==> config.mk <==
export PLATFORM = sky130hd
export DESIGN_NAME = instr_encoder
export DESIGN_NICKNAME = d
export VERILOG_FILES = /design/src/rtl/instr_encoder.sv
export SDC_FILE = /design/constraint.sdc
export NUM_CORES = 1
export LEC_CHECK = 0
export CAP_MARGIN = 20
export CORE_ASPECT_RATIO = 1.2
export CORE_MARGIN = 2
export CORE_UTILIZATION = 45
export CTS_BUF_LIST = sky130_fd_sc_hd__clkbuf_4
export CTS_CLUSTER_DIAMETER = 50
export CTS_CLUSTER_SIZE = 12
export DETAILED_ROUTE_END_ITERATION = 16
export PLACE_DENSITY = 0.79
export SETUP_SLACK_MARGIN = 0.15
export SKIP_LAST_GASP = 1
export SYNTH_ARGS = -nofsm -noshare
export SYNTH_HDL_FRONTEND = slang
export SYNTH_SLANG_ARGS = --single-unit
==> constraint.sdc <==
create_clock -name clk -period 2.69 [get_ports clk]
set_input_delay 0.269 -clock clk [delete_from_list [all_inputs] [get_ports clk]]
set_output_delay 0.269 -clock clk [all_outputs]
set_load 0.005 [all_outputs]
==> src/rtl/instr_encoder.sv <==
// RV32I field-bundle to instruction-word encoder with a small output FIFO.
// Bundles whose immediate cannot be represented in the selected format are dropped and counted.
module instr_encoder #(
  parameter int INSTR_SIZE = 32,
  parameter int FIFO_DEPTH = 2
) (
  input  logic                  clk,
  input  logic                  rst_n,
  input  logic                  in_valid,
  output logic                  in_ready,
  input  logic [6:0]            opcode,
  input  logic [2:0]            funct3,
  input  logic [6:0]            funct7,
  input  logic [4:0]            rd,
  input  logic [4:0]            rs1,
  input  logic [4:0]            rs2,
  input  logic [31:0]           imm,
  output logic                  out_valid,
  input  logic                  out_ready,
  output logic [INSTR_SIZE-1:0] out_instr,
  output logic                  err,
  input  logic                  err_clr,
  output logic [15:0]           instr_cnt,
  output logic [7:0]            err_cnt
);

  localparam logic [6:0] OPCODE_ALU     = 7'b0110011;
  localparam logic [6:0] OPCODE_ALU_IMM = 7'b0010011;
  localparam logic [6:0] OPCODE_LOAD    = 7'b0000011;
  localparam logic [6:0] OPCODE_STORE   = 7'b0100011;
  localparam logic [6:0] OPCODE_BRANCH  = 7'b1100011;
  localparam logic [6:0] OPCODE_AUIPC   = 7'b0010111;
  localparam logic [6:0] OPCODE_JUMP    = 7'b1101111;

  localparam int PTR_W = (FIFO_DEPTH > 1) ? $clog2(FIFO_DEPTH) : 1;
  localparam int CNT_W = $clog2(FIFO_DEPTH) + 1;

  // True when v lies in the two's-complement range of a bits-wide field.
  function automatic logic fits(input logic signed [31:0] v, input int bits);
    return (v >= -(2 ** (bits - 1))) && (v <= (2 ** (bits - 1)) - 1);
  endfunction

  function automatic logic [7:0] sat_inc(input logic [7:0] v);
    return (v == 8'hFF) ? v : v + 8'd1;
  endfunction

  logic signed [31:0]   imm_s;
  logic [31:0]          enc;
  logic                 bad;
  logic                 started;
  logic [CNT_W-1:0]     count;
  logic [PTR_W-1:0]     wr_ptr;
  logic [PTR_W-1:0]     rd_ptr;
  logic [INSTR_SIZE-1:0] mem [FIFO_DEPTH];
  logic                 accept;
  logic                 push;
  logic                 pop;
  logic                 err_set;

  assign imm_s = imm;

  always_comb begin
    enc = '0;
    bad = 1'b0;
    case (opcode)
      OPCODE_ALU: enc = {funct7, rs2, rs1, funct3, rd, opcode};
      OPCODE_ALU_IMM, OPCODE_LOAD: begin
        enc = {imm[11:0], rs1, funct3, rd, opcode};
        bad = !fits(imm_s, 12);
      end
      OPCODE_STORE: begin
        enc = {imm[11:5], rs2, rs1, funct3, imm[4:0], opcode};
        bad = !fits(imm_s, 12);
      end
      OPCODE_BRANCH: begin
        enc = {imm[12], imm[10:5], rs2, rs1, funct3, imm[4:1], imm[11], opcode};
        bad = !fits(imm_s, 13) || imm[0];
      end
      OPCODE_AUIPC: begin
        enc = {imm[31:12], rd, opcode};
        bad = (imm[11:0] != 12'd0);
      end
      OPCODE_JUMP: begin
        enc = {imm[20], imm[10:1], imm[11], imm[19:12], rd, opcode};
        bad = !fits(imm_s, 21) || imm[0];
      end
      default: bad = 1'b1;
    endcase
  end

  // in_ready depends only on registered occupancy, never on out_ready.
  assign in_ready  = started && (count < CNT_W'(FIFO_DEPTH));
  assign out_valid = (count != '0);
  assign out_instr = out_valid ? mem[rd_ptr] : '0;

  assign accept  = in_valid && in_ready;
  assign push    = accept && !bad;
  assign err_set = accept && bad;
  assign pop     = out_valid && out_ready;

  always_ff @(posedge clk or negedge rst_n) begin
    if (!rst_n) begin
      started   <= 1'b0;
      count     <= '0;
      wr_ptr    <= '0;
      rd_ptr    <= '0;
      err       <= 1'b0;
      err_cnt   <= '0;
      instr_cnt <= '0;
    end else begin
      started <= 1'b1;
      if (push) wr_ptr <= wr_ptr + 1'b1;
      if (pop)  rd_ptr <= rd_ptr + 1'b1;
      case ({push, pop})
        2'b10:   count <= count + 1'b1;
        2'b01:   count <= count - 1'b1;
        default: count <= count;
      endcase
      // A new error on the same edge as err_clr leaves the flag set.
      err <= err_set || (err && !err_clr);
      if (err_set) err_cnt <= sat_inc(err_cnt);
      if (pop) instr_cnt <= instr_cnt + 16'd1;
    end
  end

  always_ff @(posedge clk) begin
    if (push) mem[wr_ptr] <= INSTR_SIZE'(enc);
  end

endmodule

==> summary.md <==
| Metric | Value |
|---|---|
| Clock Tree Root | `clkbuf_4` |
| Hold WS | `0.144 ns` |
| DRT antenna net count | `0` |
| Sequential area share after synthesis | `0.601` |
| Yosys reg bits | `94` |
| Die height | `113 um` |
| Critical path launch point type | `input port` |
| Synth Warn # | `0` |
| Post-Synth Adder-Cell Area | `0.00844` |
| Largest net degree at the start of global routing | `27` |
| Initial core utilization | `0.465` |
| Dpl ws | `-0.323 ns` |
| Synth top area cells | `edfxtp_1, dfrtp_1, mux2i_1` |
| Met3 Track Usage GR | `0.0453` |
| Met1 Use GR | `0.244` |
| GRT overflow | `0` |
| Fin worst setup slack | `0.245 ns` |
| Layout cell share with drive strength beyond 1 | `0.159` |
| WL/cell | `16.0 um` |
| Outcome | `complete, no violations` |
| Worst EP required | `3.06 ns` |
| GP Congestion | `0.933` |
| Fillcell total | `745` |
| Final setup vio count | `0` |
| Synth Area in XOR/XNOR | `0.0529` |
| Antenna violations before repair | `1` |
| Wirelength, routed | `10,500 um` |
| Slew @ Worst Pin | `0.656 ns` |
| Synth Area in Compound Gates | `0.0861` |
| Worst-skew pair later-pin latency | `0.45 ns` |
| Top Ports | `128` |
| Critical Path Sink Type | `flop` |
| Max Slew Vio Count | `0` |
| Syn nets | `429` |
| Cell area after synthesis | `4450 um^2` |
| Clock period minus worst slack | `2.44 ns` |
| Clk slew on worst S/H paths | `0.15 ns` |
| Cts hold-fix bufs | `0` |
| Drt drc | `0` |
| Layout area overhead | `44.5%` |
| Cells after Synth | `357` |
| Die ar. | `10,700 um^2` |
| Post-synthesis cell type count | `53` |
| CTS Sinks | `94` |
| Hold Path Class | `input port to asynchronous set/reset pin` |
| Total CTS buffers | `9` |
| GRT Util Overall | `0.202` |
| VDD IR max | `0.331 mV` |
| Async SR Flop Fraction | `0.319` |
| Clock Path Buffers | `2` |
| Syn Area/Cell | `12.5 um^2` |
| Post-synth top area share | `0.432` |
| DP HPWL | `8220 um` |
| Number of global-route vias before repair | `3,467` |
| Slew Limit Headroom | `0.552` |
| Port bufs | `127` |
| Drt pass-1 iters | `5` |
| FMAX | `0.409 GHz` |
| Vias per inst | `5.39` |
| GRT Max-Usage Layer | `met2` |
| Kind of critical path | `input port to flop` |
| Postcts setup bufs | `0` |
| Nets | `600` |
| Post-synth top flop | `edfxtp_1` |
| Final worst-path cycle share | `0.909` |
| Yosys top cell by area | `edfxtp_1` |
| Hold Violations, Final | `0` |
| Max-capacitance violation count | `0` |
| Chip Width | `94.8 um` |
| Worst-path fanout max | `4` |
| M2 GR Usage | `0.343` |
| Leak | `2.62 nW` |
| First-pass GRT wire length | `16,600 um` |
| Skew final | `0.0170 ns` |
| Largest family of logic cells by synthesized area | `simple AND/OR/NAND/NOR gates` |
| H-Tree Depth | `3` |
| Row count | `39` |
| Post-synth EDFFs | `64` |
| Simple-gate share of the synthesized area | `0.145` |
| Arr. time, crit path | `2.81 ns` |
| TritonCTS clock tree | `done` |
| Proportion of synthesized area in mux cells | `0.0805` |
| Routed vias | `3,539` |
| DR iter-0 viols | `181` |
| Core ar. | `9560 um^2` |
| PD cells | `695 nW/um^2` |
| Unrepaired setup endpoints after global routing | `false` |
[layer usage]
layer  wire length (um)  share of wire  vias up
met3                640          0.061       21
li1                   -              -     1687
met1               4270           0.41     1694
met5                  0              0        -
met4                238          0.023        0
met2               5390           0.51      137
[repair_timing]
action	4_1_cts	5_1_grt
setup endpoints to repair	2	1
gates cloned	0	0
pin swaps	0	1
resized for setup	2	3
[kinds of logic after synthesis]
logic type / Yosys count
multiplexers: 35
flip-flops: 94
AND/OR/NAND/NOR: 126
AO/OA/AOI/OAI: 43
buffers and inverters: 29
XOR/XNOR: 26
other: 1
adder cells (fa/ha/maj): 3
[cell type report]
type | instances | area [um^2] | area share
clock inverters | 7 | 128 | 0.0199
multi-input cells | 234 | 1690 | 0.263
diodes | 1 | 2.50 | 0.000389
flip-flops and latches | 94 | 2680 | 0.416
inverters | 14 | 52.6 | 0.00817
clock buffers | 9 | 67.6 | 0.0105
well taps | 123 | 154 | 0.0239
repair buffers | 175 | 1660 | 0.258
[cell usage in the layout, fill, tap and decap left out, drive strengths merged, types with 6 or more instances in the layout]
master / netlist / routed
a222oi: 10 / 10
clkdlybuf4s50: 0 / 127
nand3: 15 / 15
xor2: 6 / 6
nor4: 9 / 9
nand2: 16 / 16
buf: 3 / 48
edfxtp: 64 / 64
a22o: 13 / 13
xnor2: 20 / 20
mux2i: 32 / 32
dfrtp: 30 / 30
nor2: 45 / 45
and3: 8 / 8
clkbuf: 12 / 9
nand4: 9 / 9
inv: 14 / 17
[state kept, by name (all words and copies together) (netlist names)]
signal     count
instr_cnt     16
wr_ptr         1
count          2
err            1
started        1
mem           64
rd_ptr         1
err_cnt        8
[where the power goes]
| part | switching, mW | internal, mW | total, mW | leakage, nW |
|---|---|---|---|---|
| Clock | 0.483 | 0.485 | 0.968 | 0.103 |
| Combinational | 0.601 | 1.01 | 1.61 | 1.52 |
| Sequential | 0.225 | 1.67 | 1.89 | 0.991 |
[stage by stage]
step / area [um^2] / TNS [ns] / total power, mW / cells / utilization
floorplan: 4470 / 0 / 2.54 / 357 / -
global placement: 6220 / -15.30 / 3.51 / 640 / 0.650
detailed placement: 6220 / -17.19 / 3.55 / 640 / 0.650
CTS: 6420 / 0 / 4.52 / 656 / 0.671
global route: 6430 / 0 / 4.70 / 657 / 0.672
finish: 6430 / 0 / 4.47 / 657 / 0.672
[synthesized netlist by cell type, types with 3 or more instances]
library cell and instances:
edfxtp_1 64, nor2_1 45, mux2i_1 32, dfrtp_1 30, xnor2_1 19, nand2_1 15, nand3_1 15, a22o_1 13
inv_1 13, clkbuf_1 12, a222oi_1 10, nand4_1 9, nor4_1 9, and3_1 8, xor2_1 6, a21oi_1 5
nor3_1 5, ha_1 3
[worst paths after layout]
path	start	to	slack, ns	cells after the start
max	imm[29]	count[1]$_DFFE_PN0P_	0.25	10
min	rst_n	instr_cnt[0]$_DFFE_PN0P_	0.14	1
max reg2reg	count[0]$_DFFE_PN0P_	instr_cnt[12]$_DFFE_PN0P_	0.79	9
min reg2reg	instr_cnt[15]$_DFFE_PN0P_	instr_cnt[15]$_DFFE_PN0P_	0.49	1
max in group asynchronous	rst_n	rd_ptr$_DFFE_PN0P_	1.87	2
min in group clk	err_clr	err$_DFF_PN0_	0.38	2
[worst max-delay path, cell delays in order]
cell and delay, ns:
clkdlybuf4s50_1 0.44, nor4_1 0.37, and3_1 0.26, nand3_1 0.11, o211ai_1 0.31, o211ai_4 0.13, or2_4 0.29, ha_1 0.33
nor2_1 0.14, xor2_1 0.16
Power figures use the tool's default switching activity.
